### src/rtl/kernel_loader9_if.sv
// Weight-loader bus: start/base request, SRAM read port, rotator write port and kernel status.
interface kernel_loader9_if #(
   parameter int unsigned BUS_WIDTH  = 16,
   parameter int unsigned ADDR_WIDTH = 12
);
   logic                  start;
   logic [ADDR_WIDTH-1:0] base_addr;
   logic                  busy;
   logic [ADDR_WIDTH-1:0] sram_read_address;
   logic [BUS_WIDTH-1:0]  sram_read_data;
   logic                  wen;
   logic [BUS_WIDTH-1:0]  write_bus;
   logic                  kernel_valid;
   logic [3:0]            tap_index;
   logic [BUS_WIDTH+3:0]  kernel_sum;

   modport master (
      input  start, base_addr, sram_read_data,
      output busy, sram_read_address, wen, write_bus, kernel_valid, tap_index, kernel_sum
   );

   modport slave (
      output start, base_addr, sram_read_data,
      input  busy, sram_read_address, wen, write_bus, kernel_valid, tap_index, kernel_sum
   );
endinterface

### src/rtl/kernel_loader9.sv
// Fetches nine SRAM weights into the rotating kernel register and tracks rotation phase.
// Optional running weight sum enabled by defining KERNEL_LOADER9_SUM_EN.
module kernel_loader9 #(
   parameter int unsigned BUS_WIDTH  = 16,
   parameter int unsigned ADDR_WIDTH = 12
) (
   input logic             clock,
   input logic             reset,
   kernel_loader9_if.master bus
);

   typedef enum logic [1:0] {IDLE, FETCH, DRAIN, VALID} state_t;

   state_t                state, state_next;
   logic [3:0]            fetch_count;
   logic [ADDR_WIDTH-1:0] addr;
   logic                  read_valid;
   logic [3:0]            tap;
   logic                  load_start;

   assign load_start = bus.start && (state == IDLE || state == VALID);

   always_ff @(posedge clock) begin
      if (reset) state <= IDLE;
      else       state <= state_next;
   end

   always_comb begin
      state_next = state;
      case (state)
         IDLE:    if (bus.start) state_next = FETCH;
         FETCH:   if (fetch_count == 4'd8) state_next = DRAIN;
         DRAIN:   state_next = VALID;
         VALID:   if (bus.start) state_next = FETCH;
         default: state_next = IDLE;
      endcase
   end

   // Read-valid lags each address by one cycle to match the SRAM read latency.
   always_ff @(posedge clock) begin
      if (reset) begin
         addr        <= '0;
         fetch_count <= '0;
         read_valid  <= 1'b0;
         tap         <= '0;
      end else begin
         read_valid <= (state == FETCH);
         if (load_start) begin
            addr        <= bus.base_addr;
            fetch_count <= '0;
         end else if (state == FETCH && fetch_count != 4'd8) begin
            addr        <= addr + 1'b1;
            fetch_count <= fetch_count + 4'd1;
         end
         if (state == VALID) tap <= (tap == 4'd8) ? 4'd0 : tap + 4'd1;
         else                tap <= '0;
      end
   end

   always_comb begin
      bus.busy              = (state == FETCH) || (state == DRAIN);
      bus.kernel_valid      = (state == VALID);
      bus.tap_index         = (state == VALID) ? tap : 4'd0;
      bus.sram_read_address = addr;
      bus.wen               = read_valid;
      bus.write_bus         = read_valid ? bus.sram_read_data : '0;
   end

`ifdef KERNEL_LOADER9_SUM_EN
   logic [BUS_WIDTH+3:0] acc;
   logic [BUS_WIDTH+3:0] sum_q;

   // The final word is folded in directly so the sum is ready when VALID begins.
   always_ff @(posedge clock) begin
      if (reset) begin
         acc   <= '0;
         sum_q <= '0;
      end else if (load_start) begin
         acc   <= '0;
         sum_q <= '0;
      end else if (read_valid) begin
         acc <= acc + (BUS_WIDTH+4)'(bus.sram_read_data);
         if (state == DRAIN) sum_q <= acc + (BUS_WIDTH+4)'(bus.sram_read_data);
      end
   end

   assign bus.kernel_sum = sum_q;
`else
   assign bus.kernel_sum = '0;
`endif

endmodule

### src/flat_wrapper.sv
// flat-port wrapper written by rule: the top's interface ports become plain ports
module kernel_loader9_flat 
#(
   parameter int unsigned BUS_WIDTH  = 16,
   parameter int unsigned ADDR_WIDTH = 12
)
  (clock, reset, bus_start, bus_base_addr, bus_sram_read_data, bus_busy, bus_sram_read_address, bus_wen, bus_write_bus, bus_kernel_valid, bus_tap_index, bus_kernel_sum);
  kernel_loader9_if #(.BUS_WIDTH(BUS_WIDTH), .ADDR_WIDTH(ADDR_WIDTH)) bus_i ();
  input logic clock;
  input logic reset;
  input wire logic [$bits(bus_i.start)-1:0] bus_start;
  input wire logic [$bits(bus_i.base_addr)-1:0] bus_base_addr;
  input wire logic [$bits(bus_i.sram_read_data)-1:0] bus_sram_read_data;
  output wire logic [$bits(bus_i.busy)-1:0] bus_busy;
  output wire logic [$bits(bus_i.sram_read_address)-1:0] bus_sram_read_address;
  output wire logic [$bits(bus_i.wen)-1:0] bus_wen;
  output wire logic [$bits(bus_i.write_bus)-1:0] bus_write_bus;
  output wire logic [$bits(bus_i.kernel_valid)-1:0] bus_kernel_valid;
  output wire logic [$bits(bus_i.tap_index)-1:0] bus_tap_index;
  output wire logic [$bits(bus_i.kernel_sum)-1:0] bus_kernel_sum;
  assign bus_i.start = bus_start;
  assign bus_i.base_addr = bus_base_addr;
  assign bus_i.sram_read_data = bus_sram_read_data;
  assign bus_busy = bus_i.busy;
  assign bus_sram_read_address = bus_i.sram_read_address;
  assign bus_wen = bus_i.wen;
  assign bus_write_bus = bus_i.write_bus;
  assign bus_kernel_valid = bus_i.kernel_valid;
  assign bus_tap_index = bus_i.tap_index;
  assign bus_kernel_sum = bus_i.kernel_sum;
  kernel_loader9 #(.BUS_WIDTH(BUS_WIDTH), .ADDR_WIDTH(ADDR_WIDTH)) u_core (.clock(clock), .reset(reset), .bus(bus_i));
endmodule
### config.mk
export PLATFORM = sky130hd
export DESIGN_NAME = kernel_loader9_flat
export DESIGN_NICKNAME = d
export VERILOG_FILES = /design/src/rtl/kernel_loader9_if.sv /design/src/rtl/kernel_loader9.sv /design/src/flat_wrapper.sv
export SDC_FILE = /design/constraint.sdc
export NUM_CORES = 1
export LEC_CHECK = 0
export CORE_UTILIZATION = 34
export DETAILED_ROUTE_END_ITERATION = 6
export PLACE_DENSITY = 0.76
export SETUP_SLACK_MARGIN = 0.2
export SLEW_MARGIN = 15
export SYNTH_ARGS = -nofsm -noshare
export SYNTH_HDL_FRONTEND = slang
export SYNTH_SLANG_ARGS = --single-unit
### constraint.sdc
create_clock -name clock -period 1.6 [get_ports clock]
set_input_delay 0.32 -clock clock [delete_from_list [all_inputs] [get_ports clock]]
set_output_delay 0.32 -clock clock [all_outputs]
set_load 0.02 [all_outputs]
==> results of run 1 <==
==> cell usage after synthesis (4+ instances only) <==
cell / n
a211oi_1: 9
a311oi_1: 4
and2_1: 21
buf_4: 21
clkbuf_1: 5
dfxtp_1: 23
ha_1: 8
inv_1: 7
nand2_1: 8
nand3_1: 4
nand4_1: 4
nor2_1: 16
nor3_1: 6
xnor2_1: 9
xor2_1: 4
==> routing by layer <==
metal	vias to the layer above	wire [um]
met4	0	29
li1	722	-
met5	-	0
met3	5	374
met1	682	1680
met2	69	2200
==> worst reg2reg max path: stages (launching register included) <==
cell and delay, ps:
dfxtp_4 380, buf_6 100, ha_4 160, nand4_1 120, buf_6 180, nor4_4 240, xnor2_1 130, a211oi_2 200
==> logic make-up after synthesis <==
kind of cell | share of synthesized area
adder cells (fa/ha/maj) | 0.0679
AO/OA/AOI/OAI | 0.0992
other | 0.00254
multiplexers | 0.00679
buffers and inverters | 0.145
flip-flops | 0.312
AND/OR/NAND/NOR | 0.289
XOR/XNOR | 0.0772
==> cells in the final DEF (no fill, tap or decap), drive strengths merged, types with 7 or more instances in the layout <==
cell,instances
conb,20
dlygate4sd2,9
ha,8
dfxtp,23
buf,46
clkdlybuf4s50,30
inv,7
a211oi,9
and2,21
nor2,16
nand2,8
xnor2,9
==> power by group through the flow <==
stage	sequential [mW]	clock, mW	combinational (mW)
after floorplan	1.06	0	0.856
after global placement	0.944	0	1.70
after detailed placement	0.949	0	1.73
after CTS	0.953	0.373	1.91
after global routing	0.993	0.393	2.21
final	0.973	0.366	2.02
==> registers in the layout (all words and copies together) (netlist names) <==
name	cells
u_core.bus.wen	1
u_core.tap	4
u_core.fetch_count	4
u_core.bus.sram_read_address	12
u_core.state	2
==> final cells by class <==
type / instances / area share
Inverter: 7 / 0.0115
Sequential cell: 23 / 0.192
Tap cell: 50 / 0.0250
Multi-Input combinational cell: 136 / 0.432
Clock buffer: 4 / 0.0180
Timing Repair Buffer: 89 / 0.322
==> path summary, 6_finish.rpt <==
kind	startpoint	slack, ps	end
setup reg to reg	u_core.state[0]	-2	u_core.bus.sram_read_address[11]
setup / recovery	u_core.state[0]	-2	u_core.bus.sram_read_address[11]
hold reg to reg	u_core.tap[0]	490	u_core.tap[0]
hold / removal	u_core.tap[0]	490	u_core.tap[0]
==> what timing repair did <==
item                                    CTS  global route
gates cloned                              2             0
gates resized for setup                 141            22
pin swaps                                24            15
endpoints found under the setup margin   51            32
setup buffers                             7             4
==> metrics by stage <==
step	utilization	power, mW
finish	0.613	3.36
global route	0.613	3.60
CTS	0.592	3.24
detailed placement	0.549	2.67
global placement	0.549	2.65
floorplan	-	1.92
==> flow_summary.json, run 1 <==
{
  "cpMostUsedCell": "buf_6",
  "pwr-share-comb": 0.601,
  "num_rows": 23,
  "rsz0062_at_grt": "true",
  "syn2layout_area_growth_pct": 69.8,
  "synth_edf_count": 0,
  "holdBufCountCts": 0,
  "gp_routability_congestion": 0.760,
  "grt_use_met2": 0.318,
  "cts.path.max_buffers": 2,
  "htreeDepth": 1,
  "clock_skew_ps": 4.03,
  "slowest_delay_ps": 380,
  "clk_latency_ps": 270,
  "die-area_um2": 4610,
  "worstRegToRegCells": 7,
  "grt_start_max_net_pins": 20,
  "synth.top_cells.by_area": "dfxtp_1, buf_4, and2_1",
  "clockPowerShare": 0.109,
  "holdWs_ps": 490,
  "setup_ws_ps": -2.20,
  "grt_pass1_vias": 1321,
  "synthArstFlopShare": 0,
  "core_um2": 4090,
  "finalWirelength_mm": 4.28,
  "final_cell_area_um2": 2500,
  "path_delay_family": "flip-flops",
  "crit_buf_inv": 2,
  "cap_violations": 0,
  "first_pass_iters": 4,
  "drv_slew": 0,
  "end_kind": "flip-flop",
  "peakVddDrop_uv": 1440,
  "busiest_layer": "met2",
  "arrival_ps": 1790,
  "yosysTopAreaCellShare": 0.312,
  "yosysWarningCount": 0,
  "seq_area_frac_synth": 0.312,
  "status": "finished, violations left",
  "via_per_inst": 4.78,
  "antenna_cells": 0,
  "p_int_mw": 1.96,
  "violations": "negative setup slack",
  "drc": 0,
  "antenna_found_initial": 0,
  "worstPathMaxFanout": 5,
  "setup_viol": 2,
  "seq_power_share": 0.290,
  "fin_crit_sh": 1.00,
  "dpl_cell_area_um2": 2240,
  "start_util": 0.361,
  "vias": 1478,
  "fillers": 358,
  "hp-class": "flip-flop to flip-flop",
  "synth_top_area_cell": "dfxtp_1",
  "final-instance-count-excl-fill": 309,
  "required_ps": 1780,
  "synth_seq_cells": 23,
  "wl_per_cell_um": 13.9,
  "grt_remaining_overflow": 0,
  "hold_depth": 1,
  "pre_cts_ws_ps": -225,
  "yosysUniqueCellTypes": 34,
  "num-nets-final": 299,
  "power.density_nw_per_um2": 1340,
  "drt_iter0_markers": 57,
  "hold_viol": 0,
  "placed_cells": 292,
  "cts_tree": "built",
  "crit_slowest_cell": "dfxtp_4",
  "syn_area_um2": 1480,
  "worstSetupPathType": "flip-flop to flip-flop",
  "start_kind": "flip-flop",
  "grt_util_met3": 0.0483,
  "root_buffer": "clkbuf_8",
  "dieHeight_um": 67.9,
  "clk_pin_slew_ps": 80,
  "hpwl_mm": 2.61,
  "detail-route-antenna-nets": 0,
  "max_freq_mhz": 624,
  "crit_cells": 7,
  "switchingPower_mw": 1.40,
  "finalCriticalPeriod_ps": 1600,
  "cp_cell_sequence": "buf_6, ha_4, nand4_1, buf_6, nor4_4, xnor2_1, a211oi_2",
  "seq_area_um2": 482,
  "clock-sinks": 23,
  "syn_inst": 173,
  "drive_above_1_share": 0.367,
  "syn_avg_cell_area_um2": 8.53,
  "die_x_um": 67.9,
  "port_buffers": 65,
  "met1_usage": 0.208,
  "tns_ps": -2.70,
  "grt_pass1_wl_mm": 6.17,
  "grt_util_all_layers": 0.178,
  "design.portCount": 86,
  "synthFlopType": "dfxtp_1",
  "multi_input_area_um2": 1080,
  "p_sw_frac": 0.416,
  "leakagePower_nw": 1.04,
  "cts_buffers": 3
}
No activity file was read; power rests on OpenSTA's default activity.
==> inputs of run 2 (changes only) <==
- PLACE_DENSITY: 0.76 -> 0.84
==> run 2 against run 1 <==
Against the previous run:
- the flow now finishes without violations
- flip-flop and latch count unchanged
- hold slack got worse by 7.1 ps
- clock skew grew 0.93 ps
- combinational power increased by 30%
- non-clock buffer count increased by 9
- wire length rose by 14%
- global-route usage increased by 2.3 points
- largest cell class unchanged
==> flow_summary.json, run 2 (synthesized netlist as in run 1, its figures left out) <==
{
  "drive_above_1_share": 0.425,
  "grt_remaining_overflow": 0,
  "port_buffers": 65,
  "crit_buf_inv": 2,
  "busiest_layer": "met2",
  "cap_violations": 0,
  "rr_startpoint": "u_core.state[1]",
  "root_buffer": "clkbuf_8",
  "grt_util_all_layers": 0.201,
  "layout_common_cells": "clkdlybuf4s50_1, buf_4, and2_1, conb_1, buf_2",
  "clk_pin_slew_ps": 90,
  "num_rows": 23,
  "peakVddDrop_uv": 1160,
  "p_int_mw": 2.33,
  "status": "finished, final reports clean",
  "end_kind": "flip-flop",
  "holdPathEnd": "u_core.tap[0]",
  "max_freq_mhz": 634,
  "dpl_cell_area_um2": 2250,
  "start_kind": "flip-flop",
  "crit_slowest_cell": "or4_4",
  "arrival_ps": 1770,
  "antenna_cells": 0,
  "drt_iter0_markers": 31,
  "cts_tree": "built",
  "min_from": "u_core.tap[0]",
  "met1_usage": 0.221,
  "num-nets-final": 308,
  "hold_depth": 1,
  "grt_use_met2": 0.358,
  "final-instance-count-excl-fill": 318,
  "slowest_delay_ps": 420,
  "vias": 1560,
  "worstRegToRegCells": 7,
  "clock-sinks": 23,
  "rsz0062_at_grt": "true",
  "fin_crit_sh": 0.985,
  "final_cell_area_um2": 2680,
  "power.density_nw_per_um2": 1480,
  "design.portCount": 86,
  "clk_latency_ps": 270,
  "hpwl_mm": 2.62,
  "grt_pass1_wl_mm": 6.67,
  "cts_buffers": 3,
  "hold_viol": 0,
  "clock_skew_ps": 4.96,
  "rrSetupSlack_ps": 20,
  "dieHeight_um": 67.9,
  "die-area_um2": 4610,
  "syn2layout_area_growth_pct": 81.6,
  "wl_per_cell_um": 15.4,
  "largest_register_ffs": 12,
  "grt_start_max_net_pins": 20,
  "placed_cells": 294,
  "grt_util_met3": 0.0483,
  "r2r-end": "u_core.bus.sram_read_address[10]",
  "finalCriticalPeriod_ps": 1580,
  "hp-class": "flip-flop to flip-flop",
  "pwr-share-comb": 0.663,
  "drv_slew": 0,
  "clockPowerShare": 0.094,
  "setup_viol": 0,
  "finalWirelength_mm": 4.89,
  "cp_cell_sequence": "inv_2, ha_4, buf_6, nand3_4, nand2b_4, or4_4, a311oi_1",
  "path_delay_family": "simple AND/OR/NAND/NOR gates",
  "gp_routability_congestion": 0.783,
  "start_util": 0.361,
  "grt_pass1_vias": 1389,
  "htreeDepth": 1,
  "first_pass_iters": 4,
  "seq_power_share": 0.243,
  "leakagePower_nw": 1.13,
  "core_um2": 4090,
  "worstPathMaxFanout": 4,
  "required_ps": 1790,
  "switchingPower_mw": 1.65,
  "detail-route-antenna-nets": 0,
  "cts.path.max_buffers": 2,
  "drc": 0,
  "die_x_um": 67.9,
  "p_sw_frac": 0.414,
  "layout_commonest_cell": "clkdlybuf4s50_1",
  "worstSetupPathType": "flip-flop to flip-flop",
  "antenna_found_initial": 0,
  "via_per_inst": 4.91
}
run 2: cell count changes in the layout (fill, tap and decap cells not counted), moves of 3 or more:
cell	delta
buf_6	+3
nor3_2	+4
nor3_1	-4
a211oi_2	+5
a211oi_1	-5
buf_2	+5
run 2: layout make-up:
class,instances,area [um2]
inverter,7,28.8
sequential,23,477
clock inverter,1,5.00
clock buffer,3,41.3
fill,324,1410
multi-input combinational,136,1160
timing repair buffer,98,907
tap,50,62.6
run 2: power groups by stage:
stage                     Sequential, mW  Clock (mW)  Combinational, mW
after global routing               0.982       0.406               2.79
final                              0.965       0.374               2.63
after detailed placement           0.949           0               1.73
after floorplan                     1.06           0              0.856
after global placement             0.940           0               1.71
after CTS                          0.933       0.367               2.35
run 2: layer usage:
layer	up-vias	share of wire
met4	0	0.026
met3	10	0.074
met1	729	0.38
li1	745	-
met5	-	0
met2	76	0.52
run 2: worst max-delay path by stage:
| stage | endpoint | start | depth (start not counted) | slack, ps |
|---|---|---|---|---|
| 6_report | u_core.bus.sram_read_address[10] | u_core.state[1] | 7 | 20 |
| 3_5_place_dp | bus_write_bus[6] | bus_sram_read_data[6] | 3 | -270 |
| 4_1_cts | u_core.bus.sram_read_address[10] | u_core.state[1] | 7 | 50 |
| 2_1_floorplan | u_core.bus.sram_read_address[10] | u_core.state[1] | 7 | 40 |
| 5_1_grt | u_core.bus.sram_read_address[8] | u_core.fetch_count[0] | 6 | -50 |
| 3_3_place_gp | bus_write_bus[6] | bus_sram_read_data[6] | 3 | -280 |
run 2: what timing repair did:
item,4_1_cts,5_1_grt
resized for setup,144,31
gates cloned,4,0
setup endpoints to repair,51,38
buffers inserted,10,6
pin swaps,22,15
hold buffers,0,0
run 2: stage by stage:
| stage | TNS, ps | power, mW | worst slack, ps | utilization | hold WS [ps] |
|---|---|---|---|---|---|
| 2_1_floorplan | 0 | 1.92 | 36.6 | - | 437 |
| 3_3_place_gp | -3620 | 2.65 | -285 | 0.550 | 462 |
| 3_5_place_dp | -3700 | 2.68 | -268 | 0.550 | 469 |
| 4_1_cts | 0 | 3.65 | 52.4 | 0.619 | 487 |
| 5_1_grt | -127 | 4.18 | -48.4 | 0.656 | 526 |
| 6_report | 0 | 3.97 | 23.4 | 0.656 | 483 |
==> inputs of run 3 (changes only) <==
- CORE_UTILIZATION: 34 -> 35
- CTS_BUF_LIST: unset -> sky130_fd_sc_hd__clkbuf_2 sky130_fd_sc_hd__clkbuf_4 sky130_fd_sc_hd__clkbuf_8
- PLACE_DENSITY: 0.84 -> 0.86
==> run 3 against run 2 <==
Against the previous run:
- setup slack worse by 59 ps
- hold slack improved by 1.9 ps
- first-iteration DRC count grew 58%
- the flow now finishes with violations (negative setup slack)
- combinational power fell by 14%
- cell count down 2.8%
- largest cell class unchanged
- highest routed layer unchanged
- non-clock buffer count is 9 lower
- largest power group unchanged
- die area is 2.8% lower
- critical path depth unchanged
==> flow_summary.json, run 3 (synthesized netlist as in run 1, its figures left out) <==
{
  "p_total_mw": 3.61,
  "grt_pass1_wl_mm": 6.56,
  "final-instance-count-excl-fill": 309,
  "pre_cts_ws_ps": -244,
  "layout_common_cells": "clkdlybuf4s50_1, conb_1, buf_4, and2_1, nor2_1",
  "vias": 1498,
  "start_kind": "flip-flop",
  "htreeDepth": 1,
  "end_kind": "flip-flop",
  "layout_commonest_cell": "clkdlybuf4s50_1",
  "clock-sinks": 23,
  "arrival_ps": 1830,
  "status": "finished, violations left",
  "port_buffers": 65,
  "rr_startpoint": "u_core.state[0]",
  "worstSetupPathType": "flip-flop to flip-flop",
  "grt_pass1_vias": 1367,
  "holdBufCountCts": 0,
  "antenna_cells": 0,
  "die-area_um2": 4480,
  "cts.path.max_buffers": 2,
  "core_um2": 4030,
  "cap_violations": 0,
  "clk_pin_slew_ps": 90,
  "endpoint": "u_core.bus.sram_read_address[11]",
  "fin_crit_sh": 1.02,
  "grt_util_all_layers": 0.198,
  "critPathLaunch": "u_core.state[0]",
  "rrSetupSlack_ps": -40,
  "clock_skew_ps": 12.8,
  "root_buffer": "clkbuf_8",
  "power.density_nw_per_um2": 1390,
  "setup_ws_ps": -35.4,
  "leakagePower_nw": 1.07,
  "dpl_cell_area_um2": 2230,
  "drc": 0,
  "drive_above_1_share": 0.402,
  "worstPathMaxFanout": 5,
  "hold_viol": 0,
  "wl_per_cell_um": 14.8,
  "start_util": 0.366,
  "hp-class": "flip-flop to flip-flop",
  "placed_cells": 292,
  "finalWirelength_mm": 4.57,
  "num_rows": 23,
  "drv_slew": 0,
  "cts_tree": "built",
  "finalCriticalPeriod_ps": 1640,
  "setup_viol": 2,
  "die_x_um": 66.9,
  "grt_start_max_net_pins": 20,
  "design.portCount": 86,
  "cts_buffers": 3,
  "max_freq_mhz": 611,
  "gp_routability_congestion": 0.797,
  "rsz0062_at_grt": "true",
  "peakVddDrop_uv": 1140,
  "clk_latency_ps": 270,
  "via_per_inst": 4.85,
  "antenna_found_initial": 0,
  "detail-route-antenna-nets": 0,
  "first_pass_iters": 4,
  "dieHeight_um": 66.9,
  "num-nets-final": 299,
  "drt_iter0_markers": 49,
  "grt_remaining_overflow": 0,
  "largest_register_ffs": 12,
  "worstRegToRegCells": 7,
  "r2r-end": "u_core.bus.sram_read_address[11]",
  "final_cell_area_um2": 2590,
  "syn2layout_area_growth_pct": 75.7,
  "required_ps": 1800,
  "fillers": 313,
  "violations": "negative setup slack",
  "hpwl_mm": 2.69
}
==> run 3: power breakdown <==
part	internal, mW	switching, mW
combinational	1.14	1.12
clock	0.174	0.195
sequential	0.766	0.212
total	2.08	1.53
==> run 3: how the worst min path moves through the flow <==
stage / startpoint / to / depth (start not counted)
after detailed placement: u_core.tap[0] / u_core.tap[0] / 1
after global placement: u_core.tap[0] / u_core.tap[0] / 1
final: u_core.tap[0] / u_core.tap[0] / 1
after floorplan: u_core.tap[0] / u_core.tap[0] / 1
after global routing: u_core.tap[0] / u_core.tap[0] / 1
after CTS: u_core.tap[0] / u_core.tap[0] / 1
==> run 3: layout make-up <==
type	count	area (um2)	area share
Clock inverter	1	5.00	0.00193
Clock buffer	3	41.3	0.0159
Inverter	7	28.8	0.0111
Tap cell	50	62.6	0.0241
Timing Repair Buffer	89	836	0.323
Multi-Input combinational cell	136	1140	0.439
Sequential cell	23	480	0.185
==> run 3: critical path, stage by stage, from the launching register on <==
cell      delay, ps
dfxtp_4         370
buf_6           100
ha_4            160
nand4_1         110
buf_6           160
nor4_4          350
xnor2_2         120
a211oi_2        200
==> run 3: repair_timing <==
action | 4_1_cts | 5_1_grt
gates resized for setup | 129 | 46
buffers inserted | 6 | 3
cloned | 4 | 0
endpoints found under the setup margin | 50 | 39
pin swaps | 21 | 17
==> run 3: stage by stage <==
stage / hold slack, ps / utilization / setup TNS (ps)
floorplan: 437 / - / 0
global placement: 458 / 0.554 / -3460
detailed placement: 472 / 0.554 / -3790
CTS: 490 / 0.610 / 0
global route: 521 / 0.643 / -294
finish: 485 / 0.643 / -70.8
==> run 3: layer usage <==
layer	global-route usage	share of wire	wire (um)
met5	0	0	0
met4	0.117	0.035	161
met3	0.0394	0.075	344
met2	0.323	0.51	2320
met1	0.238	0.38	1750
==> RTL edit 1 (flow settings as in run 3) <==
The 4 states of `state_t` get a Gray code encoding in 2 bits.
--- a/src/rtl/kernel_loader9.sv
+++ b/src/rtl/kernel_loader9.sv
@@ -11,3 +11,3 @@
 
-   typedef enum logic [1:0] {IDLE, FETCH, DRAIN, VALID} state_t;
+   typedef enum logic [1:0] {IDLE = 2'b00, FETCH = 2'b01, DRAIN = 2'b11, VALID = 2'b10} state_t;
 
Check against the original RTL: no difference found for any inputs over 10 cycles, from zero or initial values and one cycle with reset high; not proved beyond that.
==> RTL edit 1 against run 3 <==
Design area down 8.7%. Critical path type unchanged. Critical endpoint unchanged. Setup slack better by 79 ps. Synthesized area down 3.4%. Via count down 2.9%. Sequential cell count unchanged. Non-clock buffer count unchanged. Global-route usage down 1.9 points. Wire length down 14%.
Power is not compared: it rests on default switching activity, and its combinational part moved more than twofold at a synthesized area within 25%.
==> RTL edit 1: results (changes against run 3) <==
Run status
• complete, no violations — run status

Global routing
• 18 — maximum number of pins on one net before global-route repair, -10%
• 1290 — via count of the first global-routing pass, -5.6%
• 5.98 mm — global-route wire length before repair, -8.7%
• 0.180 — GRT Util Overall, -0.0186

Detailed routing
• 3.94 mm — final wirelength, -14%
• 13 — Iteration-0 DRC Markers, -73%
• 3 — iteration count of the initial detailed-routing pass, -1

Cells and area
• 304 — number of non-filler instances in the completed layout, -1.6%
• 494 µm² — flip-flop and latch area, +2.9%
• 0.371 — layout cell share with drive strength beyond 1, -0.0305
• 0.411 — multi-input logic portion of the cell area, -0.0280
• 293 — net total in the final layout, -2.0%
• 6 — Non-clk invs, -1
• 0.627 — post-layout util, -0.0158
• 329 — Filler Cells Inserted, +5.1%
• 134 — layout multi-input combinational cell count, -1.5%

Synthesis
• 23 x sky130_fd_sc_hd__dfxtp_1, 21 x sky130_fd_sc_hd__buf_4, 20 x sky130_fd_sc_hd__and2_1, 11 x sky130_fd_sc_hd__nor2_1, 8 x sky130_fd_sc_hd__o21ai_0 — most frequent cells after synthesis
• 0.323 — sequential cell area fraction in the yosys report, +0.0110
• 36 — count of cell types in the netlist, +5.9%
• 170 — post-synthesis cell count, -1.7%

Worst setup path
• u_core.bus.sram_read_address[4] — Critical Path Source
• 6 — critical path fanouts, max, +1
• sky130_fd_sc_hd__or4_4 — crit path max-delay cell type
• 510 ps — CP max stage delay, +140 ps
• 40 ps — worst reg2reg setup slack, +80 ps
• 1740 ps — signal arrival time at the worst endpoint, -90 ps

Placement
• 0.00221 mm² — area post-placement, -1.1%
• -252 ps — setup slack after placement, -8.18 ps
• 2.89 mm — placed wire-length estimate, +7.2%

Floorplan
• 65.8 µm — overall die width, -1.7%

Timing
• 491 ps — final-layout worst hold slack, +5.96 ps

==> RTL edit 1: logic make-up after synthesis <==
logic type / synth area share
xor+xnor: 0.0676
flops: 0.323
fa+ha+maj: 0.0439
other cells: 0.00263
mux: 0.0140
compound gates: 0.110
buf+inv: 0.140
simple gates: 0.299
==> RTL edit 1: worst reg2reg max path: cells and delay by family, from the launching register on <==
kind            cells  cell delay [ps]
flops               1              380
simple gates        3              860
compound gates      1              240
==> RTL edit 1: per-layer routing <==
metal | vias up | GRT usage | share of wire
li1 | 721 | - | -
met1 | 662 | 0.204 | 0.40
met2 | 66 | 0.334 | 0.51
met3 | 5 | 0.0466 | 0.085
met4 | 0 | 0.0326 | 0.0061
met5 | - | 0 | 0
==> RTL edit 1: what timing repair did <==
item / in CTS / in global routing
hold buffers: 0 / 0
gates resized for setup: 116 / 40
buffers inserted: 8 / 5
endpoints found under the setup margin: 45 / 26
pin swaps: 13 / 5
==> RTL edit 2 (flow settings as in run 3) <==
Without the edit above. `ADDR_WIDTH` is set to 12 in 3 places; all go to 11.
--- a/src/rtl/kernel_loader9_if.sv
+++ b/src/rtl/kernel_loader9_if.sv
@@ -3,3 +3,3 @@
    parameter int unsigned BUS_WIDTH  = 16,
-   parameter int unsigned ADDR_WIDTH = 12
+   parameter int unsigned ADDR_WIDTH = 11
 );
--- a/src/rtl/kernel_loader9.sv
+++ b/src/rtl/kernel_loader9.sv
@@ -4,3 +4,3 @@
    parameter int unsigned BUS_WIDTH  = 16,
-   parameter int unsigned ADDR_WIDTH = 12
+   parameter int unsigned ADDR_WIDTH = 11
 ) (
--- a/src/flat_wrapper.sv
+++ b/src/flat_wrapper.sv
@@ -4,3 +4,3 @@
    parameter int unsigned BUS_WIDTH  = 16,
-   parameter int unsigned ADDR_WIDTH = 12
+   parameter int unsigned ADDR_WIDTH = 11
 )
Interface: changed (resized bus_base_addr and bus_sram_read_address); port bits go from 86 to 84. No check against the original RTL was run, so the function may have changed too.
==> RTL edit 2 against run 3 <==
Setup slack improved by 27 ps. Worst hold slack lost 5.2 ps. Cell count shrank 0.97%. The flow still finishes with violations (negative setup slack). Global-route usage increased by 0.53 points. Design area fell by 3.5%. Total power down 1.4%. Sequential cell count shrank 1. Largest cell class unchanged. Non-clock buffer count up 1. Wire length decreased by 5.9%. Combinational power up 3%. Synthesized area decreased by 2.5%.
==> RTL edit 2: results (changes against run 3) <==
Synthesis
• 33 — count of cell types in the netlist, -2.9%
• 22 x sky130_fd_sc_hd__dfxtp_1, 21 x sky130_fd_sc_hd__and2_1, 21 x sky130_fd_sc_hd__buf_4, 17 x sky130_fd_sc_hd__nor2_1 — most frequent cells after synthesis
• 0.106 — fraction of the mapped netlist area in compound gates, +0.00694
• 0.0696 — adder-cell share of the synthesized area, +0.00177
• 0 — mux share of post-synthesis cell area, -0.00679

Power
• 0.000344 W — total clock network power, -7.0%
• 0.249 — Sequential Power Share, -0.022
• 1.07 nW — Static Leakage, -0.12%
• 1.23 mV — Worst VDD drop, +7.1%
• 0.00152 W — switching power, -0.50%

Detailed routing
• 4.79 — per-cell via count in the routed design, -1.2%
• 1.71 mm — Routed met1 length, -2.5%
• 4.30 mm — final wirelength, -5.9%
• 343 µm — wire length on met3, -0.29%
• 1466 — via count, -2.1%

Placement
• 0.794 — final weighted congestion in routability-driven placement, -0.34%
• -249 ps — setup slack after placement, -5.12 ps
• 0.00220 mm² — area post-placement, -1.5%
• 2.82 mm — placed wire-length estimate, +4.6%
• 63 — port bufs, -3.1%
• 291 — number of placed instances with taps included, -0.34%

Global routing
• 0.204 — GRT Util Overall, +0.00532
• 16 — maximum number of pins on one net before global-route repair, -20%
• 6.73 mm — global-route wire length before repair, +2.7%
• 0.375 — global routing usage on met2, +0.0518
• 0.236 — GR Layer Usage met1, -0.00204
• 0.0517 — global routing usage on met3, +0.0123

Worst setup path
• u_core.bus.sram_read_address[9] — Critical Path End
• 3 — critical path fanouts, max, -2
• 1790 ps — signal arrival time at the worst endpoint, -40 ps
• -8 ps — worst reg2reg setup slack, +30 ps
• sky130_fd_sc_hd__or4_4 — crit path max-delay cell type
• 6 — FF-to-FF path depth, -1

Cells and area
• 11 — flip-flop count of the largest register, all copies and words added, -1
• 298 — net total in the final layout, -0.33%
• 304 — Filler Cells Inserted, -2.9%
• 0.419 — layout cell share with drive strength beyond 1, +0.0171

Run status
• finished, violations left — run status
• negative setup slack — failing checks

Timing
• -8.02 ps — minimum setup slack in the final design, +27.4 ps
• 6.81 ps — Final Skew, -5.98 ps
• 480 ps — final-layout worst hold slack, -5.24 ps
• 1 — # setup viols final, -1

Hold path
• flop to flop — type of the most critical hold path
• 1 — hold depth, unchanged

## RTL edit 2: changes by cell type in the layout (fill, tap and decap cells not counted), moves of 4 or more
cell,change
sky130_fd_sc_hd__xor2_1,+6
sky130_fd_sc_hd__clkdlybuf4s15_2,+5
sky130_fd_sc_hd__dfxtp_2,+5
sky130_fd_sc_hd__and2_1,+4
sky130_fd_sc_hd__and2_4,-4
sky130_fd_sc_hd__nor2_1,-4
sky130_fd_sc_hd__nor2_4,+4
sky130_fd_sc_hd__xnor2_1,-4
## RTL edit 2: what timing repair did
action / in CTS / in global routing
setup endpoints to repair: 46 / 29
setup buffers: 7 / 4
gates cloned: 1 / 0
hold buffers: 0 / 0
pin swaps: 14 / 10
endpoints found under the hold margin: 0 / 0
gates resized for setup: 135 / 27
## RTL edit 2: cell type report
cell class              instances  area (µm²)  area share
clock buffers                   3        41.3      0.0165
inverters                       8        32.5      0.0130
multi-input cells             135        1090       0.437
flip-flops and latches         22         455       0.182
well taps                      48        60.1      0.0240
repair buffers                 90         818       0.327
